$ cat src/rtl/sdram_image_writer_pkg.sv
// Shared types and constants for the SDRAM image writer.
package sdram_image_writer_pkg;
  typedef enum logic [2:0] {S_IDLE, S_RUN, S_FLUSH, S_DRAIN, S_DONE} state_e;
  localparam int PIX_PER_WORD = 16;
  localparam int PIX_W        = 2;
  localparam int IDX_W        = $clog2(PIX_PER_WORD);
  localparam logic [3:0] BYTEEN_ALL = 4'hF;
endpackage

$ cat src/rtl/sync_word_fifo.sv
// Synchronous FIFO; head word comes straight from the storage registers.
// A push on a full FIFO succeeds when a pop happens in the same cycle.
module sync_word_fifo #(
  parameter int DEPTH = 8,
  parameter int WIDTH = 32
) (
  input  logic             clk_i,
  input  logic             rst_i,
  input  logic             push_i,
  input  logic [WIDTH-1:0] data_i,
  input  logic             pop_i,
  output logic [WIDTH-1:0] data_o,
  output logic             full_o,
  output logic             empty_o
);
  localparam int AW = $clog2(DEPTH);

  logic [WIDTH-1:0] mem_q [DEPTH];
  logic [AW-1:0]    wr_q, rd_q;
  logic [AW:0]      cnt_q;
  logic             do_push, do_pop;

  assign empty_o = (cnt_q == '0);
  assign full_o  = (cnt_q == (AW+1)'(DEPTH));
  assign do_pop  = pop_i && !empty_o;
  assign do_push = push_i && (!full_o || do_pop);
  assign data_o  = mem_q[rd_q];

  always_ff @(posedge clk_i) begin
    if (rst_i) begin
      wr_q  <= '0;
      rd_q  <= '0;
      cnt_q <= '0;
    end else begin
      if (do_push) wr_q <= wr_q + 1'b1;
      if (do_pop)  rd_q <= rd_q + 1'b1;
      cnt_q <= cnt_q + (AW+1)'(do_push) - (AW+1)'(do_pop);
    end
  end

  always_ff @(posedge clk_i) begin
    if (do_push) mem_q[wr_q] <= data_i;
  end
endmodule

$ cat src/rtl/sdram_image_writer.sv
// Packs the 2-bit pixel stream into 32-bit words and writes them to SDRAM over Avalon-MM.
// Optional SDRAM_WRITER_STATS_EN adds per-frame word and stall counters.
module sdram_image_writer
  import sdram_image_writer_pkg::*;
#(
  parameter int FIFO_DEPTH = 8,
  parameter int ADDR_W     = 32
) (
  input  logic              clock,
  input  logic              reset,
  input  logic              start,
  input  logic [ADDR_W-1:0] base_addr,
  output logic              busy,
  output logic              done,
  output logic              overflow,
  output logic              read_image_en,
  input  logic              read_image,
  input  logic [PIX_W-1:0]  read_image_data,
  input  logic              read_image_done,
  output logic [ADDR_W-1:0] avm_address,
  output logic              avm_write,
  output logic [31:0]       avm_writedata,
  output logic [3:0]        avm_byteenable,
  input  logic              avm_waitrequest
`ifdef SDRAM_WRITER_STATS_EN
  ,
  output logic [22:0]       stat_words,
  output logic [31:0]       stat_stall
`endif
);
  state_e            state_q, state_d;
  logic [IDX_W-1:0]  idx_q;
  logic [31:0]       word_q, pword_q, word_ins;
  logic              pack_q, ovf_q;
  logic [ADDR_W-1:0] addr_q;
  logic [31:0]       wdata_q;
  logic              wr_q;

  logic              start_ok, accept;
  logic              fifo_push, fifo_full, fifo_empty;
  logic [31:0]       fifo_din, fifo_dout;

  assign start_ok  = start && (state_q == S_IDLE);
  assign accept    = wr_q && !avm_waitrequest;
  // Completed words land one cycle after slot 15; FLUSH only pushes a partial word.
  assign fifo_push = pack_q || ((state_q == S_FLUSH) && (idx_q != '0));
  assign fifo_din  = pack_q ? pword_q : word_q;

  sync_word_fifo #(.DEPTH(FIFO_DEPTH), .WIDTH(32)) u_fifo (
    .clk_i  (clock),
    .rst_i  (reset),
    .push_i (fifo_push),
    .data_i (fifo_din),
    .pop_i  (accept),
    .data_o (fifo_dout),
    .full_o (fifo_full),
    .empty_o(fifo_empty)
  );

  always_comb begin
    state_d = state_q;
    case (state_q)
      S_IDLE:  if (start) state_d = S_RUN;
      S_RUN:   if (read_image_done) state_d = S_FLUSH;
      S_FLUSH: state_d = S_DRAIN;
      S_DRAIN: if (fifo_empty && !wr_q) state_d = S_DONE;
      S_DONE:  state_d = S_IDLE;
      default: state_d = S_IDLE;
    endcase
  end

  always_ff @(posedge clock) begin
    if (reset) state_q <= S_IDLE;
    else       state_q <= state_d;
  end

  always_comb begin
    word_ins = word_q;
    word_ins[{idx_q, 1'b0} +: PIX_W] = read_image_data;
  end

  always_ff @(posedge clock) begin
    if (reset) begin
      idx_q   <= '0;
      word_q  <= '0;
      pword_q <= '0;
      pack_q  <= 1'b0;
      ovf_q   <= 1'b0;
    end else begin
      pack_q <= 1'b0;
      if (start_ok) begin
        idx_q  <= '0;
        word_q <= '0;
        ovf_q  <= 1'b0;
      end else if ((state_q == S_RUN) && read_image) begin
        idx_q <= idx_q + 1'b1;
        if (idx_q == IDX_W'(PIX_PER_WORD - 1)) begin
          pword_q <= word_ins;
          pack_q  <= 1'b1;
          word_q  <= '0;
        end else begin
          word_q <= word_ins;
        end
      end
      if (fifo_push && fifo_full && !accept) ovf_q <= 1'b1;
    end
  end

  // Head word stays in the FIFO until the slave accepts it.
  always_ff @(posedge clock) begin
    if (reset) begin
      wr_q    <= 1'b0;
      addr_q  <= '0;
      wdata_q <= '0;
    end else begin
      if (start_ok) addr_q <= base_addr;
      if (accept) begin
        wr_q   <= 1'b0;
        addr_q <= addr_q + ADDR_W'(4);
      end else if (!wr_q && !fifo_empty) begin
        wr_q    <= 1'b1;
        wdata_q <= fifo_dout;
      end
    end
  end

`ifdef SDRAM_WRITER_STATS_EN
  logic [22:0] words_q;
  logic [31:0] stall_q;
  always_ff @(posedge clock) begin
    if (reset || start_ok) begin
      words_q <= '0;
      stall_q <= '0;
    end else begin
      if (accept && !(&words_q)) words_q <= words_q + 1'b1;
      if (wr_q && avm_waitrequest && !(&stall_q)) stall_q <= stall_q + 1'b1;
    end
  end
  assign stat_words = words_q;
  assign stat_stall = stall_q;
`endif

  assign busy           = (state_q != S_IDLE);
  assign done           = (state_q == S_DONE);
  assign overflow       = ovf_q;
  assign read_image_en  = (state_q == S_RUN) || (state_q == S_FLUSH);
  assign avm_address    = addr_q;
  assign avm_write      = wr_q;
  assign avm_writedata  = wdata_q;
  assign avm_byteenable = wr_q ? BYTEEN_ALL : 4'h0;
endmodule

$ cat config.mk
export PLATFORM = sky130hd
export DESIGN_NAME = sdram_image_writer
export DESIGN_NICKNAME = d
export VERILOG_FILES = /design/src/rtl/sdram_image_writer_pkg.sv /design/src/rtl/sync_word_fifo.sv /design/src/rtl/sdram_image_writer.sv
export SDC_FILE = /design/constraint.sdc
export NUM_CORES = 1
export LEC_CHECK = 0
export ABC_AREA = 1
export CAP_MARGIN = 20
export CORE_UTILIZATION = 50
export CTS_CLUSTER_DIAMETER = 120
export DETAILED_ROUTE_END_ITERATION = 7
export GPL_TIMING_DRIVEN = 0
export PLACE_DENSITY = 0.77
export SYNTH_ARGS = -nofsm -noshare
export SYNTH_HDL_FRONTEND = slang
export SYNTH_SLANG_ARGS = --single-unit
export TNS_END_PERCENT = 30
$ cat constraint.sdc
create_clock -name clock -period 8 [get_ports clock]
set_input_delay 1.6 -clock clock [delete_from_list [all_inputs] [get_ports clock]]
set_output_delay 1.6 -clock clock [all_outputs]
set_load 0.01 [all_outputs]
### Word level (Yosys, flattened, before mapping)

Memory sizes are Yosys's and may differ from the RTL's. A register that Yosys moved wholly into a read port is not among the register bits.
Index checks and enable logic that the tools add are counted.

| operators by class | value |
|---|---|
| add/subtract/negate cells | 7 |
| $mul | 0 |
| div/mod/pow operators | 0 |
| $lt $le $gt $ge | 0 |
| equal/unequal tests | 9 |
| shift-type cells | 2 |
| multiplexer cells | 15 |
| bitwise gates (word level) | 3 |
| reduce and logical (&&, ||, !) cells | 30 |

Operators with widths:

| operator | number |
|---|---|
| 32-bit 2-to-1 mux | 4 |
| 32-bit by 3-bit adder with 32-bit output, second input constant | 1 |
| 32-bit bitwise mux | 1 |
| 2-bit by 7-bit variable shift with 32-bit output, first input constant | 1 |
| 2-bit by 7-bit variable part select with 32-bit output | 1 |
| 3-bit one-hot mux with 4 select lines | 1 |
| 1-bit logical AND | 10 |
| 3-bit 2-to-1 mux | 3 |
| 4-bit == test, second input constant | 2 |
| 5-bit negation with 7-bit output | 1 |
| 3-bit by 1-bit adder with 3-bit output, second input constant | 2 |
| 3-bit by 2-bit == test with 1-bit output, second input constant | 2 |
| 2-bit != test, second input constant | 3 |
| 3-bit AND reduction | 2 |
| 1-bit logical NOT | 5 |
| 1-bit 2-to-1 mux | 5 |
| 4-bit by 1-bit adder with 4-bit output | 1 |
| 4-bit by 1-bit adder with 4-bit output, second input constant | 1 |
| 4-bit logical NOT | 1 |
| 4-bit 2-to-1 mux | 1 |
| 2-bit nonzero test | 2 |
| 4-bit nonzero test | 1 |
| 2-bit OR reduction | 2 |
| 4-bit by 1-bit subtractor with 4-bit output | 1 |
| other kinds (8) | 12 |

| storage, ports and cells | value |
|---|---|
| register bits | 116 |
| latch bits | 0 |
| memory bits (writable) | 256 |
| ROM bits | 0 |
| bits of input ports | 40 |
| output and inout port bits | 73 |
| logic and storage cells | 78 |
| memories | 1 |

Memories:

| memory | depth | width | rd ports | clocked after Yosys merged registers in | wr ports | RTL line | text |
|---|---|---|---|---|---|---|---|
| u_fifo.mem_q | 8 | 32 | 1 | 1 | 1 | sync_word_fifo.sv:18 | `logic [WIDTH-1:0] mem_q [DEPTH];` |

### Longest topological paths before layout

| depth | value |
|---|---|
| depth in word-level cells | 7 |
| depth in mapped cells | 14 |
| mapped depth without buffers | 13 |

### By module

A second synthesis with hierarchy kept.

| second synthesis, totals | value |
|---|---|
| cell total of the unflattened synthesis | 1991 |
| area, all modules | 17877.1 um2 |

By module, submodules not included:

| module | times used | cells an instance | area an instance (um2) | sequential area each (um2) |
|---|---|---|---|---|
| sync_word_fifo | 1 | 879 | 10720.3 | 7947.6 |
| sdram_image_writer | 1 | 1112 | 7156.9 | 2762.6 |

### Worst setup path before layout

No wires, ideal clock.

| timing path | value |
|---|---|
| path kind | input-to-reg |
| start | in avm_waitrequest |
| end | mem u_fifo.mem_q[0][0], enable pin |
| data arrival time | 3.729 ns |
| required time | 7.579 ns |
| setup slack | 3.850 ns |
| cell stages on the path | 9 |
| path buffers | 0 |
| path through | inv_1 -> nand2_1 -> inv_2 -> nand2_1 -> nand2_1 -> nand2_1 -> inv_1 -> nand2_1 -> nor2_1 |

| between the ends | value |
|---|---|
| longest elaborated chain between the ends | 7 |

RTL lines:

| what | RTL line | text |
|---|---|---|
| start, declared | sdram_image_writer.sv:24 | `input logic avm_waitrequest` |
| 1-bit logical NOT | sdram_image_writer.sv:44 | `assign accept = wr_q && !avm_waitrequest;` |
| 1-bit logical AND | sdram_image_writer.sv:44 |  |
| 1-bit logical AND | sync_word_fifo.sv:25 | `assign do_pop = pop_i && !empty_o;` |
| 1-bit logical OR | sync_word_fifo.sv:26 | `assign do_push = push_i && (!full_o \|\| do_pop);` |
| 1-bit logical AND | sync_word_fifo.sv:26 |  |
| net u_fifo.do_push | sync_word_fifo.sv:21 | `logic do_push, do_pop;` |
| 1-bit 2-to-1 mux | sync_word_fifo.sv:42 | `if (do_push) mem_q[wr_q] <= data_i;` |
| 1-bit 2-to-1 mux (implied by the code) | sync_word_fifo.sv:42 |  |
| end, declared | sync_word_fifo.sv:18 |  |

The timed path passes the listed nets, and every way through them passes these cells.

### Worst setup path after layout

| timing path | value |
|---|---|
| start | in avm_waitrequest |
| end | mem u_fifo.mem_q[0][13], enable pin |

The elaborated chain is that of the path after synthesis.

==> flow_metrics.env <==
export IMPL_die_area_mm2=0.03565
export IMPL_cts_resized=0
export IMPL_worstMarginPinSlew_ps=1205
export IMPL_synth_edf_count=256
export IMPL_grt_max_degree=27
export IMPL_ir_drop_mv=0.2021
export IMPL_cts_setup_buffers=0
export IMPL_grt_pass1_vias=13511
export IMPL_area_delta_synth_final_pct=20.15
export IMPL_dp_hpwl_um=33630
export IMPL_wl_um=49850
export IMPL_finalCriticalPeriod_ps=3843
export IMPL_avgSynthCellArea_um2=9.393
export IMPL_start_kind="primary input"
export IMPL_htreeDepth=2
export IMPL_drv_slew=0
export IMPL_hold_path_cell_count=2
export IMPL_routedWlPerCell_um=19.78
export IMPL_synth_cells=1858
export IMPL_hold_buffers=0
export IMPL_holdWs_ps=462.5
export IMPL_setup_violations_final=0
export IMPL_yosysWarnings=0
export IMPL_synth_nets=1912
export IMPL_die_h_um=188.8
export IMPL_max_cap_viol_count=0
export IMPL_clk_pin_slew_ps=60
export IMPL_n_antenna_cell=0
export IMPL_critPathRequiredTime_ps=8250
export IMPL_clkLatencyLatePin_ps=560
export IMPL_finalClockSkew_ps=20.51
export IMPL_die_x_um=188.8
export IMPL_setup_slack_ps=4157
export IMPL_overflow=0
export IMPL_yosysTopAreaCell="edfxtp_1"
export IMPL_arrival_ps=4100
export IMPL_ys_ff_latch=404
export IMPL_timing_fmax_mhz=260.2
export IMPL_cp_max_fo=17
export IMPL_postSynth_asyncResetShare_pct=0
export IMPL_routed_via_density=5.712
export IMPL_fin_setup_tns_ps=0
export IMPL_cts_tree="yes"
export IMPL_antenna_left=0
export IMPL_final_cell_mix="321 x nand2_1, 265 x nor2_1, 256 x edfxtp_1, 235 x o21ai_0, 148 x dfxtp_1"
export IMPL_syn_area_mm2=0.01745
export IMPL_grt_pass1_wl_um=76220
export IMPL_synth_area_leaders="edfxtp_1 44%, dfxtp_1 17%, nand2_1 6.9%"
export IMPL_start_util_pct=50.65
export IMPL_grt_usage_pct=27.92
export IMPL_cts_root_buf="clkbuf_16"
export IMPL_p_leak_uw=0.007584
export IMPL_core_area_mm2=0.03446
export IMPL_rr_worst_depth=10
export IMPL_synth_top_area_share_pct=44.05
export IMPL_drc=0
export IMPL_cp_end_kind="flip-flop"
export IMPL_layout_drive_gt1_share_pct=7.551
export IMPL_finalHoldViolations=0
export IMPL_powerDensity_mw_per_mm2=235.4
export IMPL_slew_headroom_pct=18.82
export IMPL_final_common_cell="nand2_1"
export IMPL_clk_path_buf_depth=3
export IMPL_first_iter_violations=1385
export IMPL_synth_distinct_cells=38
export IMPL_synth_ff_type="edfxtp_1"
export IMPL_min_period_over_period_pct=48.03
export IMPL_yosysSeqAreaShare_pct=61.03
export IMPL_place_gp_congestion=0.9482
export IMPL_worstSetupPathType="primary input to flip-flop"
export IMPL_hp_class="flip-flop to flip-flop"
export IMPL_row_count=68
export IMPL_cts_buffers=43
export IMPL_vias=14399
export IMPL_cts_sinks=404
export IMPL_nets=2085
export IMPL_port_buffers=111
export IMPL_place_ws_ps=3606
export IMPL_drt_pass1_iter_count=6
export IMPL_ios=113
export IMPL_rsz0062_at_grt="no"
export IMPL_status="complete, no violations"
export IMPL_antenna_found_initial=0
path summary, 6_finish.rpt:
check	start	end	slack, ps
worst min register to register	word_q[1]	word_q[1]	460
worst max register to register	idx_q[0]	u_fifo.mem_q[0][13]	4750
worst min-delay path	word_q[1]	word_q[1]	460
worst max-delay path	avm_waitrequest	u_fifo.mem_q[0][13]	4160
final cells by class:
type                    instances  area, µm²
inverters                     130      488.0
plain buffers                 105      490.5
multi-input cells            1219       5883
flip-flops and latches        404      10650
clock buffers                  59       1186
well taps                     455      569.3
fillers                      2795      13490
clock inverters                21      332.8
repair buffers                128       1369
critical path, cell delays in order:
cell	delay, ps
clkdlybuf4s50_1	390
inv_1	50
nand2_1	150
inv_2	200
nand2_1	220
nand2_1	110
nand2_1	140
inv_1	120
nand2_1	250
nor2_4	610
buf_16	240
synthesized netlist by cell type (all sizes together) (13+ instances only):
master / number
a21oi: 105
nand2: 322
buf: 47
dfxtp: 148
nor2: 282
ha: 13
o21ai: 264
clkbuf: 58
inv: 128
edfxtp: 256
nand3: 81
a21o: 14
a22oi: 21
o22ai: 33
o211ai: 35
kinds of logic after synthesis:
| group | share of synthesized area, % |
|---|---|
| AOI/OAI and AO/OA | 15.43 |
| xor gates and xnor gates | 0.2007 |
| adders and majority gates | 1.047 |
| buffers and inverters | 5.607 |
| DFF | 61.03 |
| and+or+nand+nor | 16.69 |
flip-flops by register name (all words and copies together), names as in the netlist, 4 cells and up:
name / flops
avm_address: 32
idx_q: 4
u_fifo.cnt_q: 4
pword_q: 32
word_q: 32
u_fifo.mem_q: 256
avm_writedata: 32
power by group:
| group | switching, µW | internal, µW | leakage [µW] |
|---|---|---|---|
| registers | 68.6 | 2260 | 0.00365 |
| clock network | 840 | 1280 | 0.000726 |
| logic | 280 | 210 | 0.00320 |
per-layer routing:
metal	share of wire, %	GRT usage (%)
met1	40	37.04
met2	48	47.17
met3	9.8	4.638
met4	2.1	7.847
met5	0	0
stage by stage:
step | utilization [%] | std cells | total power (µW) | instance area [µm²]
finish | 60.85 | 2521 | 4936 | 20970
global route | 60.85 | 2521 | 5080 | 20970
CTS | 60.70 | 2514 | 4940 | 20920
detailed placement | 56.29 | 2434 | 2853 | 19400
global placement | 55.52 | 2424 | 2839 | 19130
floorplan | - | 1858 | 2603 | 17450
(Power assumes the default switching activity.)
